**config.mk**
```make
export PLATFORM = sky130hd
export DESIGN_NAME = multi_channel_value_setter
export DESIGN_NICKNAME = d
export VERILOG_FILES = /design/src/rtl/setter_pkg.sv /design/src/rtl/key_debounce.sv /design/src/rtl/multi_channel_value_setter.sv
export SDC_FILE = /design/constraint.sdc
export NUM_CORES = 1
export LEC_CHECK = 0
export ABC_CLOCK_PERIOD_IN_PS = 1750
export BUFFER_PORTS_ARGS = -buffer_cell sky130_fd_sc_hd__buf_4
export CELL_PAD_IN_SITES_DETAIL_PLACEMENT = 1
export CELL_PAD_IN_SITES_GLOBAL_PLACEMENT = 1
export CORE_MARGIN = 2
export CORE_UTILIZATION = 45
export CTS_CLUSTER_SIZE = 16
export DETAILED_ROUTE_END_ITERATION = 12
export GPL_TIMING_DRIVEN = 0
export PLACE_DENSITY = 0.78
export REMOVE_ABC_BUFFERS = 1
export SLEW_MARGIN = 20
export SYNTH_ARGS = -nofsm -noshare
export SYNTH_HDL_FRONTEND = slang
export SYNTH_HIERARCHICAL = 1
export SYNTH_SLANG_ARGS = --single-unit
```
**constraint.sdc**
```tcl
create_clock -name clk -period 1.75 [get_ports clk]
set_clock_uncertainty 0.15 [all_clocks]
set_input_delay 0.0875 -clock clk [delete_from_list [all_inputs] [get_ports clk]]
set_output_delay 0.0875 -clock clk [all_outputs]
set_load 0.01 [all_outputs]
```
**src/rtl/setter_pkg.sv**
```systemverilog
// rtl/setter_pkg.sv - shared timing defaults, counter-width helper and key event encoding for the value setter
package setter_pkg;

    localparam int DEB_CYC_DEF = 4;
    localparam int UPD_LEN_DEF = 8;
    localparam int REP_DLY_DEF = 16;
    localparam int REP_PER_DEF = 4;

    typedef enum logic [1:0] {
        EV_NONE = 2'd0,
        EV_INC  = 2'd1,
        EV_DEC  = 2'd2
    } ev_t;

    // Bits needed to count 0..n-1, never less than one.
    function automatic int clog2(input int n);
        int r = 0;
        while ((1 << r) < n) r++;
        return (r < 1) ? 1 : r;
    endfunction

    // Opposing presses in the same cycle cancel out.
    function automatic ev_t to_event(input logic inc, input logic dec);
        if (inc && !dec) return EV_INC;
        if (dec && !inc) return EV_DEC;
        return EV_NONE;
    endfunction

endpackage

```
**src/rtl/key_debounce.sv**
```systemverilog
// rtl/key_debounce.sv - one active-low key: 2-FF sync, debounce, press pulse, repeat under SETTER_AUTOREPEAT_EN
module key_debounce
    import setter_pkg::*;
#(
    parameter int DEB_CYC = DEB_CYC_DEF,
    parameter int REP_DLY = REP_DLY_DEF,
    parameter int REP_PER = REP_PER_DEF,
    parameter bit REP_EN  = 1'b1
) (
    input  logic clk,
    input  logic reset,
    input  logic key,
    output logic press
);

    localparam int DW = clog2(DEB_CYC);

    logic          s1, s2, stable;
    logic [DW-1:0] cnt;
    logic          accept, accept_low, rep_ev;

    assign accept     = (s2 != stable) && (cnt == DW'(DEB_CYC - 1));
    assign accept_low = accept && !s2;

    always_ff @(posedge clk) begin
        if (!reset) begin
            s1     <= 1'b1;
            s2     <= 1'b1;
            stable <= 1'b1;
            cnt    <= '0;
        end else begin
            s1 <= key;
            s2 <= s1;
            if (s2 == stable) begin
                cnt <= '0;
            end else if (accept) begin
                stable <= s2;
                cnt    <= '0;
            end else begin
                cnt <= cnt + DW'(1);
            end
        end
    end

`ifdef SETTER_AUTOREPEAT_EN
    if (REP_EN) begin : g_rep
        localparam int RMAX = (REP_DLY > REP_PER) ? REP_DLY : REP_PER;
        localparam int RW   = clog2(RMAX);

        logic [RW-1:0] rep_cnt;
        logic          first;

        // First repeat waits REP_DLY after the press, later ones REP_PER apart.
        assign rep_ev = !stable && (first ? (rep_cnt == RW'(REP_DLY - 1))
                                          : (rep_cnt == RW'(REP_PER - 1)));

        always_ff @(posedge clk) begin
            if (!reset) begin
                rep_cnt <= '0;
                first   <= 1'b1;
            end else if (accept_low) begin
                rep_cnt <= '0;
                first   <= 1'b1;
            end else if (!stable) begin
                if (rep_ev) begin
                    rep_cnt <= '0;
                    first   <= 1'b0;
                end else begin
                    rep_cnt <= rep_cnt + RW'(1);
                end
            end
        end
    end else begin : g_no_rep
        assign rep_ev = 1'b0;
    end
`else
    localparam bit REP_CFG = REP_EN && (REP_DLY > 0) && (REP_PER > 0);
    assign rep_ev = REP_CFG & 1'b0;
`endif

    always_ff @(posedge clk) begin
        if (!reset) press <= 1'b0;
        else        press <= accept_low | rep_ev;
    end

endmodule

```
**src/rtl/multi_channel_value_setter.sv**
```systemverilog
// rtl/multi_channel_value_setter.sv - NCH key-edited W-bit values with commit and update strobe; SETTER_AUTOREPEAT_EN enables key repeat
module multi_channel_value_setter
    import setter_pkg::*;
#(
    parameter int NCH     = 2,
    parameter int W       = 4,
    parameter int INIT    = 2**W - 1,
    parameter int WRAP    = 1,
    parameter int DEB_CYC = DEB_CYC_DEF,
    parameter int UPD_LEN = UPD_LEN_DEF,
    parameter int REP_DLY = REP_DLY_DEF,
    parameter int REP_PER = REP_PER_DEF
) (
    input  logic             clk,
    input  logic             reset,
    input  logic [NCH-1:0]   key_inc,
    input  logic [NCH-1:0]   key_dec,
    input  logic             key_commit,
    output logic [NCH*W-1:0] work,
    output logic [NCH*W-1:0] data,
    output logic             update,
    output logic             pending
);

    localparam logic [W-1:0] MAXV  = '1;
    localparam logic [W-1:0] INITV = W'(INIT);
    localparam int           UW    = clog2(UPD_LEN);

    logic [NCH-1:0] inc_ev, dec_ev;
    logic           commit_ev;
    logic [UW-1:0]  upd_cnt;

    for (genvar i = 0; i < NCH; i++) begin : g_ch
        key_debounce #(
            .DEB_CYC(DEB_CYC), .REP_DLY(REP_DLY), .REP_PER(REP_PER), .REP_EN(1'b1)
        ) u_inc (
            .clk(clk), .reset(reset), .key(key_inc[i]), .press(inc_ev[i])
        );
        key_debounce #(
            .DEB_CYC(DEB_CYC), .REP_DLY(REP_DLY), .REP_PER(REP_PER), .REP_EN(1'b1)
        ) u_dec (
            .clk(clk), .reset(reset), .key(key_dec[i]), .press(dec_ev[i])
        );
    end

    key_debounce #(
        .DEB_CYC(DEB_CYC), .REP_DLY(REP_DLY), .REP_PER(REP_PER), .REP_EN(1'b0)
    ) u_commit (
        .clk(clk), .reset(reset), .key(key_commit), .press(commit_ev)
    );

    function automatic logic [W-1:0] step(input logic [W-1:0] v, input ev_t ev);
        case (ev)
            EV_INC:  step = (v == MAXV) ? ((WRAP != 0) ? '0 : MAXV) : v + W'(1);
            EV_DEC:  step = (v == '0) ? ((WRAP != 0) ? MAXV : '0) : v - W'(1);
            default: step = v;
        endcase
    endfunction

    // data captures work as it stood before this edge, so same-cycle edits stay uncommitted.
    always_ff @(posedge clk) begin
        if (!reset) begin
            work    <= {NCH{INITV}};
            data    <= {NCH{INITV}};
            update  <= 1'b0;
            upd_cnt <= '0;
            pending <= 1'b0;
        end else begin
            for (int i = 0; i < NCH; i++)
                work[i*W +: W] <= step(work[i*W +: W], to_event(inc_ev[i], dec_ev[i]));
            if (commit_ev) begin
                data    <= work;
                update  <= 1'b1;
                upd_cnt <= UW'(UPD_LEN - 1);
            end else if (update) begin
                if (upd_cnt == '0) update  <= 1'b0;
                else               upd_cnt <= upd_cnt - UW'(1);
            end
            pending <= (work != data);
        end
    end

endmodule

```
Word level (Yosys, flattened, before mapping)

Cells that the tools add are included.

Register bits: 51
Bits in latches: 0
RAM bits: 0
ROM bits: 0
Input port bits: 7
Output and inout port bits: 18
Logic and storage cells: 142
Memories kept: 0

Add/subtract/negate cells: 10
$mul: 0
Divide/modulo/power cells: 0
$lt $le $gt $ge: 0
Eq/ne operators: 23
Shift-type cells: 0
Mux-type cells: 32
Bitwise operators: 6
Reductions and logical operators: 40

Operators with widths:

| kind                                                 | count |
|---|---|
| two-way mux 2 bit                                    | 10 |
| two-way mux 4 bit                                    | 4 |
| case mux 4 bit (2 select lines)                      | 2 |
| OR reduction 3 bit                                   | 5 |
| equality test 2 bit (second input constant)          | 7 |
| logical AND 1 bit                                    | 14 |
| two-way mux 1 bit                                    | 13 |
| AND reduction 2 bit                                  | 6 |
| adder 2 x 1 -> 2 bit (second input constant)         | 5 |
| zero test 1 bit                                      | 9 |
| two-way mux 3 bit                                    | 3 |
| adder 4 x 1 -> 4 bit (second input constant)         | 2 |
| equality test 4 bit (second input constant)          | 2 |
| zero test 4 bit                                      | 2 |
| != test 8 bit                                        | 1 |
| subtractor 4 x 1 -> 4 bit (second input constant)    | 2 |
| NOT 1 bit                                            | 6 |
| nonzero test 2 bit                                   | 3 |
| equality test 1 bit                                  | 5 |
| != test 1 bit                                        | 5 |
| equality test 2 x 1 -> 1 bit (second input constant) | 2 |
| zero test 3 bit                                      | 1 |
| subtractor 3 x 1 -> 3 bit (second input constant)    | 1 |
| != test 2 x 1 -> 1 bit (second input constant)       | 1 |

Logic depth before layout (Yosys ltp)

Depth in word-level cells: 11
Depth in mapped cells: 7
Depth with buffers taken out: 6

Modules after synthesis

The synthesis kept the hierarchy.

By module, submodules not included:

| module                     | times used | cells an instance | area an instance (um2) | sequential area each (um2) |
|---|---|---|---|---|
| multi_channel_value_setter | 1          | 135               | 1,173.6                | 420.4 |
| key_debounce               | 5          | 15                | 200.2                  | 120.1 |

Least setup slack after synthesis

No wires, ideal clock.

Kind: reg2reg
From: reg work[0]
To: reg work[3]
Library setup time: 0.135 ns
Data arrival time: 1.268 ns
Data required time: 1.465 ns
Slack: 0.196 ns
Cell stages (with the launch flop): 7
Cell sequence: dfxtp_1 -> buf_6 -> inv_1 -> ha_1 -> o311ai_1 -> a221o_1 -> nand3_1

Longest elaborated chain between the ends: 3
Elaborated cells on any way between the ends: 7

Ends and longest elaborated chain:

| element                                           | line                                                               | text |
|---|---|---|
| start, declared                                   | multi_channel_value_setter.sv:19                                   | `output logic [NCH*W-1:0] work,` |
| start signal, assigned                            | multi_channel_value_setter.sv:63                                   | `work <= {NCH{INITV}};` |
| start signal, assigned by index                   | multi_channel_value_setter.sv:70                                   | `work[i*W +: W] <= step(work[i*W +: W], to_event(inc_ev[i], dec_ev[i]));` |
| subtractor 4 x 1 -> 4 bit (tied with other cells) | multi_channel_value_setter.sv:55                                   | `EV_DEC: step = (v == '0) ? ((WRAP != 0) ? MAXV : '0) : v - W'(1);` |
| two-way mux 4 bit (on tied branches)              | multi_channel_value_setter.sv:55, multi_channel_value_setter.sv:54 |  |
| case mux 4 bit (2 select lines) *                 | multi_channel_value_setter.sv:53                                   | `case (ev)` |

Every way passes the cells marked *; elsewhere a longest branch is shown, timed or not.
A chain may end at the register's enable or synchronous reset.

Final worst setup path

From: reg work[3]
To: reg work[3]

Same word-level chain as after synthesis.

==> run metrics <==
status=completed; post-synth top area cell=dfxtp_1; Slew @ Worst Pin=roughly 530 ps; classification of the worst-slack hold path=in2reg; Final Wtd Congestion=0.706; drt initial violations=29; IO Port Bufs=24; FF-to-FF Start=work[3]; commonest non-fill, non-tap cells in the layout=dfxtp_1, nand2_1, buf_4; Max Clk Rate=about 0.6 GHz; die area=~0.0054 mm2; max-slew violation count=0; Yosys reg bits=51; ys flop type=dfxtp_1; hold path cells=2; Fin Setup TNS=0 ps; # setup viols final=0; reg2reg end=work[3]; WHS Endpoint=work[1]; Vert. Die Dim=73.5 um; Syn-to-layout area delta=16.2%; worst-skew pair later-pin latency=approximately 300 ps; # H-tree levels=2; Pwr Density=around 770 mW/mm2; DR DRC count=0; First-pass DRT Iterations=4; RSZ-0062 raised after global routing=false; final worst-path cycle share=about 93%; sequential area share after synthesis=approximately 47%; gr ovfl total=0; Pwr Total=between 1.5 and 2 mW; worst path arrival time=around 1600 ps; Synth Warn #=6; Post-synth EDFFs=0; CTS Buffer Depth=2; top area cells in the synthesized netlist=dfxtp_1, ha_1, mux2i_1; Clock Tree Root=clkbuf_8; syn avg cell area=a little over 10 um2; final hold violations=0; routed len/inst=approximately 13 um; CP max FO=10; core box area=roughly 0.0047 mm2; worst IR drop on VDD=a little under 500 uV; hold wc startpoint=reset; Boundary Pins=25; Worst Path Required=~1800 ps; final wirelength=approximately 3700 um; Die Wd=~74 um; Lkg Pwr=about 1.1 nW; Worst R2R Setup Slack=approximately 130 ps; commonest non-fill, non-tap cell in the layout=dfxtp_1; vias per cell=~5.2; cells after synthesis=between 200 and 250; Crit Path Category=reg2reg; clock transition at the registers of the reported paths=roughly 90 ps; first-pass GRT wire length=between 6000 and 7000 um; Yosys top cell area share=a little under half; minimum clock period=~1600 ps; Via Count=around 1500; Hold Slack=around 25 ps; clk sinks=51; Worst setup EP type=flop; CTS Buf Count=5; Rel. slew slack=between 60 and 70%; Final #Nets=around 260; initial antenna violation count=0; post-synth cell types=35; synthesized area=0.00217 mm2; fraction of registers with async set/reset=0%; DRT antenna net count=0; Critical Path Start Type=flop; vias in the first global route=1464; row count=25; Worst R2R Path Depth=4; ant diodes=0; Max Cap Viol=0; GRT Total Usage=between 10% and 20%; layout cells sized above 1=between 10% and 20%; Initial Util=46.3%; largest net degree at the start of global routing=52; CTS tree=built; Post-DP HPWL=between 2000 and 3000 um
[state kept, by name, summed over array words and instances (netlist names), 2 cells and up]
register	count
g_ch.u_dec/s2	2
g_ch.u_inc/s1	2
work	8
g_ch.u_dec/cnt	4
g_ch.u_inc/stable	2
g_ch.u_inc/press	2
g_ch.u_inc/cnt	4
g_ch.u_inc/s2	2
data	8
u_commit/cnt	2
g_ch.u_dec/s1	2
g_ch.u_dec/stable	2
upd_cnt	3
g_ch.u_dec/press	2
[through the flow]
step                      area (um2)  std cells  worst slack (ps)  utilization, %
after floorplan                 2130        201               174               -
after global placement          2370        279              36.3            50.6
after detailed placement        2370        279              40.6            50.6
after CTS                       2520        292              23.0            53.8
after global routing            2530        292              13.6            53.9
final                           2530        292               126            53.9
[worst max-delay path: stages, from the launching register on]
cell and delay, ps:
dfxtp_1 520, or4b_1 460, o311ai_1 100, a221o_1 200, nand3_1 70
[cell usage after synthesis, types with 2 or more instances]
master and instances:
nand3_1 2, buf_2 2, a21oi_1 4, nor2_1 6, nor4b_1 5, nand2_1 25, nand2b_1 13, and4b_2 5
a31oi_1 3, clkbuf_1 5, o311ai_1 2, xor2_1 10, dfxtp_1 51, and4bb_2 5, ha_1 13, mux2i_1 15
inv_1 12, a21boi_0 3, o21ai_0 4, o31a_1 2, nor4_1 2, xnor2_1 8
[kinds of logic after synthesis]
kind of cell,after synthesis,synth area share [%]
simple gates,66,18.8
flops,51,47.0
compound gates,26,8.40
buf+inv,21,4.26
xor+xnor,18,7.25
mux,15,6.90
fa+ha+maj,13,7.48
[timing repair]
| item | 4_1_cts | 5_1_grt |
|---|---|---|
| gates resized for setup | 0 | 3 |
| hold buffers | 5 | 0 |
| endpoints found under the setup margin | 0 | 2 |
| setup buffers | 0 | 0 |
| hold endpoints to repair | 5 | 0 |
[layout make-up]
class / count / area, um2
Tap cell: 54 / 67.6
Timing Repair Buffer: 29 / 230
Sequential cell: 51 / 1020
Multi-Input combinational cell: 138 / 1060
Clock buffer: 8 / 100
Fill cell: 537 / 2160
Inverter: 12 / 45.0
[power breakdown]
part | leakage (nW) | switching (mW) | internal [mW]
Clock | 0.0515 | 0.359 | 0.361
Combinational | 0.620 | 0.0233 | 0.0309
Sequential | 0.413 | 0.00703 | 1.17
[metal layers]
metal / global-route usage (%) / up-vias / part of all wire, %
li1: - / 774 / -
met1: 17.7 / 708 / 47
met2: 26.4 / 23 / 48
met3: 3.98 / 5 / 3.4
met4: 6.67 / 0 / 1.5
met5: 0 / - / 0
[worst max-delay path by stage]
stage,endpoint,slack [ps],depth (start not counted),from
after global routing,work[3],10,4,work[3]
after global placement,work[3],40,5,work[0]
after detailed placement,work[3],40,5,work[0]
after CTS,work[3],20,5,work[0]
after floorplan,work[3],170,5,work[0]
final,work[3],130,4,work[3]
No activity file was read; power rests on OpenSTA's default activity.
